$ cat config.mk
export PLATFORM = sky130hd
export DESIGN_NAME = atm_session_controller
export DESIGN_NICKNAME = d
export VERILOG_FILES = /design/src/rtl/atm_session_controller.sv
export SDC_FILE = /design/constraint.sdc
export NUM_CORES = 1
export LEC_CHECK = 0
export ABC_AREA = 0
export BUFFER_PORTS_ARGS = -buffer_cell sky130_fd_sc_hd__clkbuf_2
export CORE_ASPECT_RATIO = 1.4
export CORE_UTILIZATION = 55
export CTS_BUF_LIST = sky130_fd_sc_hd__clkbuf_16
export DETAILED_ROUTE_END_ITERATION = 8
export GPL_ROUTABILITY_DRIVEN = 0
export HOLD_SLACK_MARGIN = 0.1
export PLACE_DENSITY = 0.76
export SLEW_MARGIN = 30
export SYNTH_ARGS = -nofsm -noshare
export SYNTH_HDL_FRONTEND = slang
export SYNTH_SLANG_ARGS = --single-unit
$ cat constraint.sdc
create_clock -name clk -period 3.7 [get_ports clk]
set_input_delay 0.555 -clock clk [delete_from_list [all_inputs] [get_ports clk]]
set_output_delay 0.555 -clock clk [all_outputs]
set_load 0.005 [all_outputs]
$ cat src/rtl/atm_session_controller.sv
`default_nettype none
// ============================================================================
// Module  : atm_session_controller
// Brief   : Session FSM feeding the ATM datapath (one-hot state, ready strobes,
//           PIN lockout, message hold). Optional: ATM_INACTIVITY_TIMEOUT_EN.
// Rev     : 1.0
// ============================================================================
module atm_session_controller #(
    parameter int MAX_PIN_TRIES  = 3,
    parameter int MSG_CYCLES     = 4,
    parameter int TIMEOUT_CYCLES = 1000
) (
    input  logic        clk,
    input  logic        reset,
    input  logic        btn_enter,
    input  logic        btn_back,
    input  logic [1:0]  menuOption,
    input  logic [3:0]  status_code,
    output logic [15:0] current_state,
    output logic        ready,
    output logic        busy,
    output logic        authenticated,
    output logic        locked_out
);

    typedef enum logic [3:0] {
        S_IDLE                      = 4'd0,
        S_ACC_NUM                   = 4'd1,
        S_PIN_INPUT                 = 4'd2,
        S_MENU                      = 4'd3,
        S_SHOW_BALANCES             = 4'd4,
        S_CONVERT_CURRENCY          = 4'd5,
        S_SELECT_CURRENCY_CONVERT_1 = 4'd6,
        S_SELECT_CURRENCY_CONVERT_2 = 4'd7,
        S_WITHDRAW                  = 4'd8,
        S_SELECT_AMOUNT_WITHDRAW    = 4'd9,
        S_TRANSFER                  = 4'd10,
        S_SELECT_CURRENCY_TRANSFER  = 4'd11,
        S_SELECT_AMOUNT_TRANSFER    = 4'd12,
        S_ERROR                     = 4'd13,
        S_SUCCESS                   = 4'd14
    } state_t;

    localparam logic [3:0] c_ACC_FOUND     = 4'd1;
    localparam logic [3:0] c_PIN_CORRECT   = 4'd3;
    localparam logic [3:0] c_PIN_INCORRECT = 4'd4;
    localparam logic [3:0] c_AMT_VALID     = 4'd5;
    localparam logic [7:0] c_MAX_TRIES     = 8'(MAX_PIN_TRIES);
    localparam logic [7:0] c_HOLD_LAST     = 8'(MSG_CYCLES - 1);

    logic       r_enter_d, r_back_d, r_enter_e, r_back_e;
    logic       w_enter, w_back;

    state_t     r_state, w_next_state, w_exit_target, w_back_target;
    logic       r_busy, r_ready, r_auth, r_locked;
    logic       w_next_busy, w_next_ready, w_next_auth, w_next_locked;
    logic [7:0] r_tries, w_next_tries, w_tries_inc;
    logic [7:0] r_hold;

    // The delayed copies track the buttons during reset so a held button
    // cannot fake a rising edge when reset releases.
    always_ff @(posedge clk) begin
        if (reset) begin
            r_enter_d <= btn_enter;
            r_back_d  <= btn_back;
            r_enter_e <= 1'b0;
            r_back_e  <= 1'b0;
        end else begin
            r_enter_d <= btn_enter;
            r_back_d  <= btn_back;
            r_enter_e <= btn_enter & ~r_enter_d;
            r_back_e  <= btn_back & ~r_back_d;
        end
    end

    assign w_enter = r_enter_e & ~r_back_e;
    assign w_back  = r_back_e;

`ifdef ATM_INACTIVITY_TIMEOUT_EN
    localparam logic [31:0] c_TIMEOUT_LAST = 32'(TIMEOUT_CYCLES - 1);
    logic [31:0] r_idle_cnt;
    logic        w_timeout;

    assign w_timeout = !r_busy && (r_state != S_IDLE) && !(r_enter_e || r_back_e)
                       && (r_idle_cnt == c_TIMEOUT_LAST);

    always_ff @(posedge clk) begin
        if (reset || r_state == S_IDLE || w_next_state != r_state || r_enter_e || r_back_e) begin
            r_idle_cnt <= 32'd0;
        end else if (!r_busy) begin
            r_idle_cnt <= r_idle_cnt + 32'd1;
        end
    end
`endif

    always_comb begin
        w_next_state  = r_state;
        w_next_busy   = r_busy;
        w_next_ready  = 1'b0;
        w_next_auth   = r_auth;
        w_next_locked = r_locked;
        w_next_tries  = r_tries;
        w_tries_inc   = r_tries + 8'd1;
        w_exit_target = (r_auth && !r_locked) ? S_MENU : S_IDLE;
        w_back_target = r_auth ? S_MENU : S_IDLE;

        if (r_busy) begin
            // First busy cycle carries the strobe; the second is the response slot.
            if (!r_ready) begin
                w_next_busy = 1'b0;
                case (r_state)
                    S_ACC_NUM:
                        w_next_state = (status_code == c_ACC_FOUND) ? S_PIN_INPUT : S_ERROR;
                    S_PIN_INPUT: begin
                        if (status_code == c_PIN_CORRECT) begin
                            w_next_state = S_MENU;
                            w_next_auth  = 1'b1;
                            w_next_tries = 8'd0;
                        end else if (status_code == c_PIN_INCORRECT) begin
                            w_next_tries = w_tries_inc;
                            if (w_tries_inc >= c_MAX_TRIES) begin
                                w_next_state  = S_ERROR;
                                w_next_locked = 1'b1;
                            end
                        end else begin
                            w_next_state = S_ERROR;
                        end
                    end
                    S_SELECT_CURRENCY_CONVERT_1:
                        w_next_state = (status_code == c_AMT_VALID) ? S_SELECT_CURRENCY_CONVERT_2 : S_ERROR;
                    S_SELECT_CURRENCY_CONVERT_2:
                        w_next_state = S_SUCCESS;
                    S_SELECT_AMOUNT_WITHDRAW, S_SELECT_AMOUNT_TRANSFER:
                        w_next_state = (status_code == c_AMT_VALID) ? S_SUCCESS : S_ERROR;
                    S_TRANSFER:
                        w_next_state = (status_code == c_ACC_FOUND) ? S_SELECT_CURRENCY_TRANSFER : S_ERROR;
                    default:
                        w_next_state = S_ERROR;
                endcase
            end
        end else if (w_back && !(r_state inside {S_IDLE, S_MENU, S_ERROR, S_SUCCESS})) begin
            w_next_state = w_back_target;
        end else begin
            case (r_state)
                S_IDLE:
                    if (w_enter) w_next_state = S_ACC_NUM;
                S_MENU: begin
                    if (w_back) begin
                        w_next_state = S_IDLE;
                    end else if (w_enter) begin
                        case (menuOption)
                            2'b00:   w_next_state = S_SHOW_BALANCES;
                            2'b01:   w_next_state = S_CONVERT_CURRENCY;
                            2'b10:   w_next_state = S_WITHDRAW;
                            default: w_next_state = S_TRANSFER;
                        endcase
                    end
                end
                S_SHOW_BALANCES:
                    if (w_enter) w_next_state = S_MENU;
                S_CONVERT_CURRENCY:
                    if (w_enter) w_next_state = S_SELECT_CURRENCY_CONVERT_1;
                S_WITHDRAW:
                    if (w_enter) w_next_state = S_SELECT_AMOUNT_WITHDRAW;
                S_SELECT_CURRENCY_TRANSFER:
                    if (w_enter) w_next_state = S_SELECT_AMOUNT_TRANSFER;
                S_ERROR, S_SUCCESS:
                    if (w_enter || r_hold == c_HOLD_LAST) w_next_state = w_exit_target;
                S_ACC_NUM, S_PIN_INPUT, S_SELECT_CURRENCY_CONVERT_1, S_SELECT_CURRENCY_CONVERT_2,
                S_SELECT_AMOUNT_WITHDRAW, S_TRANSFER, S_SELECT_AMOUNT_TRANSFER: begin
                    if (w_enter) begin
                        w_next_busy  = 1'b1;
                        w_next_ready = 1'b1;
                    end
                end
                default:
                    w_next_state = S_IDLE;
            endcase
        end

`ifdef ATM_INACTIVITY_TIMEOUT_EN
        if (w_timeout) begin
            w_next_state = S_IDLE;
            w_next_busy  = 1'b0;
            w_next_ready = 1'b0;
        end
`endif

        if (w_next_state == S_IDLE) begin
            w_next_auth   = 1'b0;
            w_next_locked = 1'b0;
            w_next_tries  = 8'd0;
        end
    end

    always_ff @(posedge clk) begin
        if (reset) begin
            r_state  <= S_IDLE;
            r_busy   <= 1'b0;
            r_ready  <= 1'b0;
            r_auth   <= 1'b0;
            r_locked <= 1'b0;
            r_tries  <= 8'd0;
        end else begin
            r_state  <= w_next_state;
            r_busy   <= w_next_busy;
            r_ready  <= w_next_ready;
            r_auth   <= w_next_auth;
            r_locked <= w_next_locked;
            r_tries  <= w_next_tries;
        end
    end

    // Message hold restarts on every state change, so it reads 0 on entry.
    always_ff @(posedge clk) begin
        if (reset || w_next_state != r_state) begin
            r_hold <= 8'd0;
        end else if (r_state == S_ERROR || r_state == S_SUCCESS) begin
            r_hold <= r_hold + 8'd1;
        end
    end

    always_comb begin
        current_state          = 16'h0000;
        current_state[r_state] = 1'b1;
    end

    assign ready         = r_ready;
    assign busy          = r_busy;
    assign authenticated = r_auth;
    assign locked_out    = r_locked;

endmodule
`default_nettype wire

**After elaboration in Yosys (flattened, before gate mapping)**

Cells that the tools add are included.

- Bits in registers: 28
- Output and inout bits: 20

- $add $sub $neg: 2
- Magnitude comparators: 3
- Eq/ne operators: 22
- Mux-type cells: 32
- Bitwise operators: 8
- Reductions and logical operators: 21

Operator list:

| cell | count |
|---|---|
| 4-bit two-way mux | 16 |
| 4-bit one-hot mux with 8 select lines | 1 |
| 4-bit equality test (second input constant) | 7 |
| 4-bit by 3-bit equality test with 1-bit output (second input constant) | 6 |
| 4-bit one-hot mux with 6 select lines | 1 |
| 8-bit by 1-bit adder with 8-bit output (second input constant) | 2 |
| 8-bit two-way mux | 2 |
| 4-bit by 2-bit equality test with 1-bit output (second input constant) | 3 |
| 4-bit one-hot mux with 3 select lines | 1 |
| 4-bit by 1-bit equality test with 1-bit output (second input constant) | 2 |
| 8-bit by 2-bit equality test with 1-bit output (second input constant) | 1 |
| 8-bit by 2-bit greater-or-equal comparator with 1-bit output (second input constant) | 1 |
| 4-bit zero test | 2 |
| 4-bit AND reduction | 2 |
| 2-bit OR reduction | 4 |
| 7-bit OR reduction | 1 |
| 1-bit two-way mux | 6 |
| 2-bit two-way mux | 3 |
| 6-bit AND reduction | 1 |
| 4-bit by 5-bit < comparator with 1-bit output (second input constant) | 1 |
| 1-bit NOT | 5 |
| 1-bit demux with 4-bit select | 1 |
| 4-bit by 1-bit greater-or-equal comparator with 1-bit output (second input constant) | 1 |
| 4-bit inequality test | 1 |
| 10 further kinds | 17 |

**Depth between registers and ports, before layout**

Gate-level depths: netlist (run 1).

- Depth in word-level cells: 10
- Depth in mapped cells: 10
- Gate-level depth less buffers: 8

**Worst setup path after synthesis (run 1)**

OpenSTA, ideal clock, no wires.

- Path kind: reg-to-reg
- Start point: register r_hold[0]
- End point: register r_auth, in the netlist authenticated
- Setup time: 0.148 ns
- Arrival: 2.467 ns
- Required time: 3.552 ns
- Setup slack: 1.085 ns
- Stages on the path, launching flop included: 9
- Clock period less this slack: 2.615 ns
- Cell sequence: dfxtp_1 -> ha_1 -> or4b_4 -> o41ai_4 -> o22ai_1 -> a221o_1 -> a21o_1 -> a211oi_2 -> a211oi_1

- Cells in the longest elaborated chain, start to end: 8

RTL lines:

| item | RTL line | RTL |
|---|---|---|
| from (decl) | 58 | `logic [7:0] r_hold;` |
| from (signal assigned) | 219 | `r_hold <= r_hold + 8'd1;` |
| 8-bit by 2-bit equality test with 1-bit output | 168 | `if (w_enter \|\| r_hold == c_HOLD_LAST) w_next_state = w_exit_target;` |
| 1-bit logical OR | 168 |  |
| 4-bit two-way mux | 168 |  |
| 4-bit one-hot mux with 8 select lines | 144 | `case (r_state)` |
| 4-bit two-way mux | 141 | `end else if (w_back && !(r_state inside {S_IDLE, S_MENU, S_ERROR, S_SUCCESS})) begin` |
| 4-bit two-way mux | 107 | `if (r_busy) begin` |
| 4-bit zero test | 189 | `if (w_next_state == S_IDLE) begin` |
| 2-bit OR reduction (no source line) | -- |  |
| to (signal assigned) | 208 | `r_auth <= w_next_auth;` |
| to (decl) | 55 | `logic r_busy, r_ready, r_auth, r_locked;` |

No other way between the ends.
A chain may end at the register's enable or synchronous reset.

**Final worst setup path (run 1)**

- Start point: register r_state[0]
- End point: register r_tries[6]

- Cells in the longest elaborated chain, start to end: 8

RTL lines:

| item | RTL line | RTL |
|---|---|---|
| from (decl) | 54 | `state_t r_state, w_next_state, w_exit_target, w_back_target;` |
| from (signal assigned) | 205 | `r_state <= w_next_state;` |
| branches (longest 8 deep; another with 4-bit one-hot mux with 8 select lines) | -- |  |
| to (signal assigned) | 210 | `r_tries <= w_next_tries;` |
| to (decl) | 57 | `logic [7:0] r_tries, w_next_tries, w_tries_inc;` |

Several ways; the timed one is not identified.

==> metrics.md, run 1 <==
| Metric | Value |
|---|---|
| Status | complete, but fails checks |
| Failing checks | DRC |
| Synth Cell Area | 2381 um^2 |
| Max-Cap Viols | 0 |
| Clock Latency Late Sink | 0.26 ns |
| Clock Skew | 0.003760 ns |
| Cells after synthesis | 326 |
| Area leader, netlist | dfxtp_1 |
| Ys flop type | dfxtp_1 |
| Final antenna-violating net count | 0 |
| Worst slew pin tran | 0.7686 ns |
| Final setup vio count | 0 |
| First drt pass iteration count | 9 |
| Switch share | 27.48% |
| Die area | 4600 um^2 |
| Final HPWL DP | 4950 um |
| Most frequent cells in the layout | nor2_1 (39), clkbuf_2 (29), dfxtp_1 (28), nand2_1 (22), o21ai_0 (18) |
| Clock buffer count from CTS | 3 |
| # diodes | 0 |
| Synth Register Bits | 28 |
| Post-CTS Hold Buffers | 0 |
| CP startpoint | r_state[0]$_SDFF_PP0_ |
| Max Clock Freq | 313.1 MHz |
| Combinational Power Share | 20.0% |
| Fin crit share | 86.32% |
| Root Driver | clkbuf_16 |
| Area taken by multi-input logic gates | 1682 um^2 |
| Hold Crit Class | register to register |
| Starting Density | 58.73% |
| Post-synth cell types | 63 |
| Layout area overhead | 10.25% |
| Core ar. | 4054 um^2 |
| Overall die width | 57.61 um |
| Synthesized area per cell | 7.304 um^2 |
| Post-DR vias/cell | 6.820 |
| Sequential power share | 39.7% |
| FFs w/ async S/R, synth | 0% |
| Met1 Use GR | 34.90% |
| CTS H-Tree Depth | 1 |
| Pins Over Slew Limit | 0 |
| Worst VDD drop | 347.8 uV |
| Internal power | 0.0005788 W |
| Nets | 354 |
| PortBufs | 29 |
| Reg clk slew, reported paths | 0.07 ns |
| Die height | 79.85 um |
| GR peak layer | met2 |
| Wirelength per Cell | 17.58 um |
| Starting DRT DRC Count | 221 |
| Worst r2r src | r_state[0]$_SDFF_PP0_ |
| Top post-synthesis cells by area | dfxtp_1 (24%), nor2_1 (6.1%), a211oi_1 (4.4%), o21ai_0 (3.8%), nand2_1 (3.5%) |
| First-pass GRT wire length | 10880 um |
| Final Hold Viols | 0 |
| Top-area cell type share of the netlist area | 23.54% |
| Startpoint types | register |
| # Post-CTS Setup Buffers | 0 |
| CTS tree | built |
| Syn_nets | 339 |
| Count of flip-flops with a built-in enable after synthesis | 0 |
| Global route total overflow | 0 |
| Crit path DAT | 3.31 ns |
| Commonest non-fill, non-tap cell in the layout | nor2_1 |
| CTS resizes | 0 |
| Register area | 560.5 um^2 |
| Leakage | 0.9565 nW |
| Slew margin rel. | 48.45% |
| Clock power share | 40.3% |
| Number of global-route vias before repair | 2352 |
| Final WL | 6735 um |
| Setup TNS | 0 ns |
| Finished Layout Cells | 383 |
| Clk sinks | 28 |
| Met2 global-route usage | 55.70% |
| Number of synthesis warnings | 0 |
| Register area share after synthesis | 23.54% |
| Worst Setup Path Type | register to register |
| M3 GR Usage | 3.079% |
| Switching power | 0.0002193 W |
| # IOs | 30 |
| CP Capture Type | register |
| Hold Startpoint | r_back_d$_DFF_P_ |
| Gr usage total | 30.13% |
| Minimum clock period | 3.194 ns |
| DR DRC count | 2 |
| Fillers | 375 |
| Max clock buf depth | 2 |
| Cell Count Post-Placement | 379 |
| Number of antenna violations at the first check in global routing | 0 |
| Pin count of the biggest net entering global routing | 32 |
| Critical path peak fanout | 14 |
| RSZ-0062 raised after global routing | false |
| Share of layout cells above drive strength 1 | 13.24% |
| Pwr/cell area | 304.1 nW/um^2 |
| FP Rows | 27 |
| Routed via count | 2612 |
| Critical path data required time | 3.81 ns |
[layout make-up]
class / count / area share [%]
well taps: 43 / 2.050
multi-input cells: 263 / 64.06
clock inverters: 1 / 1.144
repair buffers: 34 / 6.959
flip-flops and latches: 28 / 21.35
inverters: 11 / 1.573
clock buffers: 3 / 2.860
[path summary, 6_finish.rpt]
kind                             end  slack [ns]  depth (start not counted)
max          r_tries[6]$_SDFFE_PP0P_        0.51                          8
max reg2reg  r_tries[6]$_SDFFE_PP0P_        0.51                          8
min              r_back_e$_SDFF_PP0_        0.39                          1
min reg2reg      r_back_e$_SDFF_PP0_        0.39                          1
[power by group through the flow]
stage	Sequential (W)	Combinational (W)	Clock, W
2_1_floorplan	0.000316	0.000121	0
3_3_place_gp	0.000323	0.000154	0
3_5_place_dp	0.000323	0.000158	0
4_1_cts	0.000316	0.000159	0.000321
5_1_grt	0.000317	0.000174	0.000339
6_report	0.000317	0.000160	0.000322
[metrics by stage]
step | utilization, % | cell area [um^2] | hold slack (ns) | setup slack (ns) | total power, W
floorplan | - | 2381 | 0.3729 | 1.085 | 0.0004370
global placement | 62.16 | 2520 | 0.3750 | 0.6984 | 0.0004767
detailed placement | 62.16 | 2520 | 0.3813 | 0.6013 | 0.0004813
CTS | 64.75 | 2625 | 0.3911 | 0.4910 | 0.0007971
global route | 64.75 | 2625 | 0.4032 | 0.1619 | 0.0008310
finish | 64.75 | 2625 | 0.3898 | 0.5060 | 0.0007981
[logic make-up after synthesis]
kind of cell | Yosys count | synth area share [%]
buf+inv | 35 | 5.833
compound gates | 110 | 33.26
fa+ha+maj | 3 | 1.577
xor+xnor | 9 | 3.310
simple gates | 139 | 31.64
mux | 2 | 0.8408
flops | 28 | 23.54
[per-layer routing]
metal,vias up,wire (um)
li1,1264,-
met1,1212,2668
met2,118,3478
met3,18,451
met4,0,136
met5,-,0
[worst max-delay path, stage by stage, from the launching register on]
cell and delay, ns:
dfxtp_1 0.42, buf_4 0.23, nand2b_1 0.28, a21oi_2 0.39
o21ai_0 0.19, a2111oi_1 0.54, a21oi_1 0.20, a211oi_2 0.62
a211oi_1 0.16
[Yosys cell counts, drive strengths merged, types with 8 or more instances]
library cell / count
nand2: 22
nand3: 10
nand2b: 10
o21ai: 20
buf: 11
clkbuf: 13
nor4: 13
a211oi: 15
dfxtp: 28
nor2: 39
inv: 11
a21oi: 18
nor3: 8
[state kept, by name, summed over array words and instances (netlist names)]
signal	cells
r_back_e	1
r_state	4
locked_out	1
ready	1
r_enter_e	1
r_tries	8
busy	1
r_hold	8
authenticated	1
r_enter_d	1
r_back_d	1
Note: power is estimated with default switching activity, not from simulation.
==> run 2: changes to the inputs <==
CORE_UTILIZATION = 40   (was 55)
PLACE_DENSITY = not set   (was 0.76)
==> metrics.md, run 2 (synthesis gave the netlist of run 1 again) <==
| Metric | Value |
|---|---|
| Reg clk slew, reported paths | 0.06 ns (was 0.07 ns) |
| Gr usage total | 22.89% (was 30.13%) |
| Clock buffer count from CTS | 3 (unchanged) |
| Pre-CTS setup slack | 0.5633 ns (was 0.6013 ns) |
| # diodes | 0 (unchanged) |
| Starting Density | 42.48% (was 58.73%) |
| Minimum clock period | 3.193 ns (was 3.194 ns) |
| Post-DR vias/cell | 6.328 (was 6.820) |
| DR DRC count | 0 (was 2) |
| # IOs | 30 (unchanged) |
| Pin count of the biggest net entering global routing | 23 (was 32) |
| CP max-delay cell | dfxtp_1 (was a211oi_2) |
| Post-CTS Hold Buffers | 0 (unchanged) |
| Commonest non-fill, non-tap cell in the layout | nor2_1 (unchanged) |
| Cell Chain, Critical Path | or2_0 > o22ai_1 > a211oi_1 > inv_1 > a21o_1 > a21boi_1 > nor4_1 (was buf_4 > nand2b_1 > a21oi_2 > o21ai_0 > a2111oi_1 > a21oi_1 > a211oi_2 > a211oi_1) |
| Critical path peak fanout | 22 (was 14) |
| Number of global-route vias before repair | 2286 (was 2352) |
| CP Capture Type | register (unchanged) |
| Most frequent cells in the layout | nor2_1 (39), clkbuf_2 (29), dfxtp_1 (28), nand2_1 (22), o21ai_0 (18) (unchanged) |
| Max clock buf depth | 2 (unchanged) |
| Met1 Use GR | 27.84% (was 34.90%) |
| Setup TNS | 0 ns (unchanged) |
| Die height | 93.29 um (was 79.85 um) |
| Final setup vio count | 0 (unchanged) |
| Crit path DAT | 3.31 ns (about the same) |
| RSZ-0062 raised after global routing | false (unchanged) |
| Final Hold Viols | 0 (unchanged) |
| Switching power | 0.0002118 W (was 0.0002193 W) |
| Layout Utilization | 47.32% (was 64.75%) |
| Slew margin rel. | 44.46% (was 48.45%) |
| Pins Over Slew Limit | 0 (unchanged) |
| Sequential power share | 43.7% (was 39.7%) |
| Combinational Power Share | 23.3% (was 20.0%) |
| Fin crit share | 86.30% (was 86.32%) |
| Critical path data required time | 3.81 ns (about the same) |
| M3 GR Usage | 1.463% (was 3.079%) |
| Final WL | 6906 um (was 6735 um) |
| Clk sinks | 28 (unchanged) |
| Max incr delay on CP | 0.81 ns (was 0.62 ns) |
| FP Rows | 32 (was 27) |
| Startpoint types | register (unchanged) |
| Global route total overflow | 0 (unchanged) |
| Met2 global-route usage | 40.75% (was 55.70%) |
| Root Driver | clkbuf_16 (unchanged) |
| CTS H-Tree Depth | 1 (unchanged) |
| Max-Cap Viols | 0 (unchanged) |
| Starting DRT DRC Count | 226 (was 221) |
| WP buf/inv | 1 (unchanged) |
| Layout area overhead | 11.40% (was 10.25%) |
| First-pass GRT wire length | 11120 um (was 10880 um) |
| Final antenna-violating net count | 0 (unchanged) |
| Max Clock Freq | 313.2 MHz (was 313.1 MHz) |
| # Post-CTS Setup Buffers | 0 (unchanged) |
| Final HPWL DP | 5206 um (was 4950 um) |
| Share of layout cells above drive strength 1 | 13.70% (was 13.24%) |
| Worst Setup Path Type | register to register (unchanged) |
| Worst VDD drop | 219.4 uV (was 347.8 uV) |
| Internal power | 0.0005119 W (was 0.0005788 W) |
| Largest regs | r_hold x8, r_tries x8, r_state x4 (unchanged) |
| Pwr/cell area | 272.8 nW/um^2 (was 304.1 nW/um^2) |
| PortBufs | 29 (unchanged) |
| Core ar. | 5605 um^2 (was 4054 um^2) |
| Clock Latency Late Sink | 0.25 ns (was 0.26 ns) |
| Wirelength per Cell | 16.80 um (was 17.58 um) |
| First drt pass iteration count | 4 (was 9) |
| Final worst setup slack | 0.5068 ns (was 0.5060 ns) |
| Fillers | 592 (was 375) |
| Routed via count | 2601 (was 2612) |
| Clock power share | 33.0% (was 40.3%) |
| Hold Crit Class | register to register (unchanged) |
| Die area | 6270 um^2 (was 4600 um^2) |
| Status | finished, final reports clean (was complete, but fails checks) |
| Overall die width | 67.21 um (was 57.61 um) |
| Worst slew pin tran | 0.8309 ns (was 0.7686 ns) |
| Final hold slack | 0.3920 ns (was 0.3898 ns) |
| Number of antenna violations at the first check in global routing | 0 (unchanged) |
| Nets | 357 (was 354) |
| Switch share | 29.27% (was 27.48%) |
| Clock Skew | 0.002474 ns (was 0.003760 ns) |
| CTS tree | built (unchanged) |
| Top Family by Delay on Critical Path | compound AO/OA/AOI/OAI gates (unchanged) |
| Leakage | 0.9582 nW (was 0.9565 nW) |
| CTS resizes | 0 (unchanged) |
| GR peak layer | met2 (unchanged) |
run 2: area by class of cell:
type / instances / area (um^2) / share of cell area, %
multi-input cells: 263 / 1682 / 63.40
inverters: 11 / 41.29 / 1.557
clock inverters: 1 / 3.754 / 0.1415
flip-flops and latches: 28 / 560.5 / 21.13
repair buffers: 37 / 205.2 / 7.736
well taps: 68 / 85.08 / 3.208
clock buffers: 3 / 75.07 / 2.830
run 2: layer usage:
layer	vias up	share of wire, %
met3	14	3.5
li1	1270	-
met1	1229	42
met4	0	2.2
met5	-	0
met2	88	52
run 2: power groups by stage:
stage	registers, W	clock network [W]	logic (W)
after floorplan	0.000316	0	0.000121
after global placement	0.000323	0	0.000166
after detailed placement	0.000323	0	0.000167
after CTS	0.000316	0.000244	0.000167
after global routing	0.000317	0.000261	0.000186
final	0.000317	0.000239	0.000168
run 2: path summary, 6_finish.rpt:
| path | slack, ns | endpoint | cells after the start | startpoint |
|---|---|---|---|---|
| min | 0.39 | r_enter_e$_SDFF_PP0_ | 1 | r_enter_d$_DFF_P_ |
| max | 0.51 | r_hold[2]$_SDFFE_PP0P_ | 7 | r_state[2]$_SDFF_PP0_ |
| max reg2reg | 0.51 | r_hold[2]$_SDFFE_PP0P_ | 7 | r_state[2]$_SDFF_PP0_ |
| min reg2reg | 0.39 | r_enter_e$_SDFF_PP0_ | 1 | r_enter_d$_DFF_P_ |
run 2: per-stage QoR:
stage | cells | total power [W] | instance area, um^2
3_5_place_dp | 407 | 0.0004898 | 2574
2_1_floorplan | 326 | 0.0004370 | 2381
3_3_place_gp | 407 | 0.0004896 | 2574
4_1_cts | 411 | 0.0007271 | 2653
6_report | 411 | 0.0007237 | 2653
5_1_grt | 411 | 0.0007640 | 2653
run 2: worst register-to-register path, stage by stage, from the launching register on:
cell and delay (ns):
dfxtp_1 0.81, or2_0 0.49, o22ai_1 0.16, a211oi_1 0.63, inv_1 0.09, a21o_1 0.24, a21boi_1 0.50, nor4_1 0.14
==> run 3: changes to the inputs <==
CELL_PAD_IN_SITES_DETAIL_PLACEMENT = 1   (was not set)
CELL_PAD_IN_SITES_GLOBAL_PLACEMENT = 1   (was not set)
PLACE_DENSITY_LB_ADDON = 0.1   (was not set)
==> metrics.md, run 3 (synthesis gave the netlist of run 1 again) <==
| Metric | Value |
|---|---|
| Final setup vio count | 0 (unchanged) |
| Global route total overflow | 0 (unchanged) |
| Setup TNS | 0 ns (unchanged) |
| Share of layout cells above drive strength 1 | 14.49% (was 13.70%) |
| CP Capture Type | register (unchanged) |
| Sequential power share | 42.5% (was 43.7%) |
| Area taken by multi-input logic gates | 1682 um^2 (unchanged) |
| Number of antenna violations at the first check in global routing | 0 (unchanged) |
| # Post-CTS Setup Buffers | 0 (unchanged) |
| Gr usage total | 26.20% (was 22.89%) |
| Fillers | 740 (was 592) |
| Core ar. | 5605 um^2 (unchanged) |
| Register area | 560.5 um^2 (unchanged) |
| Cell mode on critical path | buf_4 |
| Worst VDD drop | 201.5 uV (was 219.4 uV) |
| Final WL | 7734 um (was 6906 um) |
| Clock Latency Late Sink | 0.26 ns (was 0.25 ns) |
| First drt pass iteration count | 4 (unchanged) |
| Hold Crit Class | register to register (unchanged) |
| Max-Cap Viols | 0 (unchanged) |
| Root Driver | clkbuf_16 (unchanged) |
| Final hold slack | 0.3870 ns (was 0.3920 ns) |
| Clock buffer count from CTS | 3 (unchanged) |
| Post-CTS Hold Buffers | 0 (unchanged) |
| Pin count of the biggest net entering global routing | 20 (was 23) |
| Wirelength per Cell | 18.73 um (was 16.80 um) |
| Switching power | 0.0002206 W (was 0.0002118 W) |
| Crit path DAT | 3.16 ns (was 3.31 ns) |
| Worst hold path depth | 1 (unchanged) |
| First-pass GRT wire length | 12560 um (was 11120 um) |
| Starting Density | 42.48% (unchanged) |
| Routed via count | 2631 (was 2601) |
| Clock power share | 32.8% (was 33.0%) |
| Layout area overhead | 12.19% (was 11.40%) |
| Critical path data required time | 3.82 ns (was 3.81 ns) |
| Final antenna-violating net count | 0 (unchanged) |
| Worst Setup Path Type | register to register (unchanged) |
| RSZ-0062 raised after global routing | false (unchanged) |
| Reg clk slew, reported paths | 0.06 ns (about the same) |
| Minimum clock period | 3.032 ns (was 3.193 ns) |
| Number of global-route vias before repair | 2509 (was 2286) |
| Die area | 6270 um^2 (unchanged) |
| Switch share | 30.00% (was 29.27%) |
| # IOs | 30 (unchanged) |
| Layout Utilization | 47.66% (was 47.32%) |
| CP max-delay cell | a2111oi_1 (was dfxtp_1) |
| FP Rows | 32 (unchanged) |
| Internal power | 0.0005148 W (was 0.0005119 W) |
| Leakage | 0.9734 nW (was 0.9582 nW) |
| Largest regs | r_hold x8, r_tries x8, r_state x4 (unchanged) |
| Overall die width | 67.21 um (unchanged) |
| Status | finished, final reports clean (unchanged) |
| CTS resizes | 0 (unchanged) |
| Worst R2R Path Depth | 9 (was 7) |
| Nets | 360 (was 357) |
| # diodes | 0 (unchanged) |
| Fin crit share | 81.95% (was 86.30%) |
| DR DRC count | 0 (unchanged) |
| Clk sinks | 28 (unchanged) |
| Startpoint types | register (unchanged) |
| Max clock buf depth | 2 (unchanged) |
| Post-DR vias/cell | 6.370 (was 6.328) |
| Starting DRT DRC Count | 169 (was 226) |
| PortBufs | 29 (unchanged) |
| Max incr delay on CP | 0.74 ns (was 0.81 ns) |
| Final Hold Viols | 0 (unchanged) |
| Cell Chain, Critical Path | buf_4 > xor2_1 > nand3_1 > nor3_1 > a2111oi_1 > a21oi_1 > a211oi_2 > buf_4 > a211oi_1 (was or2_0 > o22ai_1 > a211oi_1 > inv_1 > a21o_1 > a21boi_1 > nor4_1) |
| Clock Skew | 0.003316 ns (was 0.002474 ns) |
| Critical path peak fanout | 15 (was 22) |
| Pwr/cell area | 275.3 nW/um^2 (was 272.8 nW/um^2) |
| Worst slew pin tran | 0.8109 ns (was 0.8309 ns) |
| Max Clock Freq | 329.8 MHz (was 313.2 MHz) |
| Most frequent cells in the layout | nor2_1 (39), clkbuf_2 (29), dfxtp_1 (28), nand2_1 (22), o21ai_0 (18) (unchanged) |
| Slew margin rel. | 45.80% (was 44.46%) |
| Commonest non-fill, non-tap cell in the layout | nor2_1 (unchanged) |
| CTS H-Tree Depth | 1 (unchanged) |
| CTS tree | built (unchanged) |
| Pins Over Slew Limit | 0 (unchanged) |
| Combinational Power Share | 24.7% (was 23.3%) |
| Final HPWL DP | 5830 um (was 5206 um) |
| Die height | 93.29 um (unchanged) |
-- run 3: changes by cell type in the layout (fill, tap and decap cells not counted), sizes merged --
cell and delta:
buf +3, clkinv -1
-- run 3: final cells by class --
| cell class | count | area share (%) |
|---|---|---|
| Multi-Input combinational cell | 263 | 62.95 |
| Sequential cell | 28 | 20.98 |
| Timing Repair Buffer | 40 | 8.525 |
| Tap cell | 68 | 3.185 |
| Clock buffer | 3 | 2.810 |
| Inverter | 11 | 1.546 |
-- run 3: through the flow --
stage	power [W]	cell area (um^2)	worst slack, ns	instances
2_1_floorplan	0.0004370	2381	1.085	326
3_3_place_gp	0.0004959	2596	0.6745	410
3_5_place_dp	0.0004991	2596	0.5759	410
4_1_cts	0.0007459	2671	0.6282	413
5_1_grt	0.0007700	2671	0.3604	413
6_report	0.0007354	2671	0.6680	413
-- run 3: final timing paths --
| path | startpoint | slack [ns] | end |
|---|---|---|---|
| max | r_state[1]$_SDFF_PP0_ | 0.67 | r_tries[0]$_SDFFE_PP0P_ |
| max reg2reg | r_state[1]$_SDFF_PP0_ | 0.67 | r_tries[0]$_SDFFE_PP0P_ |
| min reg2reg | r_enter_d$_DFF_P_ | 0.39 | r_enter_e$_SDFF_PP0_ |
| min | r_enter_d$_DFF_P_ | 0.39 | r_enter_e$_SDFF_PP0_ |
-- run 3: layer usage --
layer	vias up	GRT usage, %	wire [um]
met5	-	0	0
met3	15	2.195	274
met4	0	10.28	187
met2	61	47.58	4083
met1	1279	30.49	3188
li1	1276	-	-
-- run 3: power groups by stage --
stage / clock network, W / registers, W / logic [W]
2_1_floorplan: 0 / 0.000316 / 0.000121
3_3_place_gp: 0 / 0.000319 / 0.000177
3_5_place_dp: 0 / 0.000319 / 0.000180
4_1_cts: 0.000252 / 0.000312 / 0.000182
5_1_grt: 0.000259 / 0.000313 / 0.000199
6_report: 0.000241 / 0.000312 / 0.000182
-- run 3: critical path, delay by kind of cell, from the launching register on --
kind | cells | cell delay (ns)
flip-flops | 1 | 0.58
AO/OA/AOI/OAI | 4 | 1.29
AND/OR/NAND/NOR | 2 | 0.40
XOR/XNOR | 1 | 0.12
buffers and inverters | 2 | 0.50
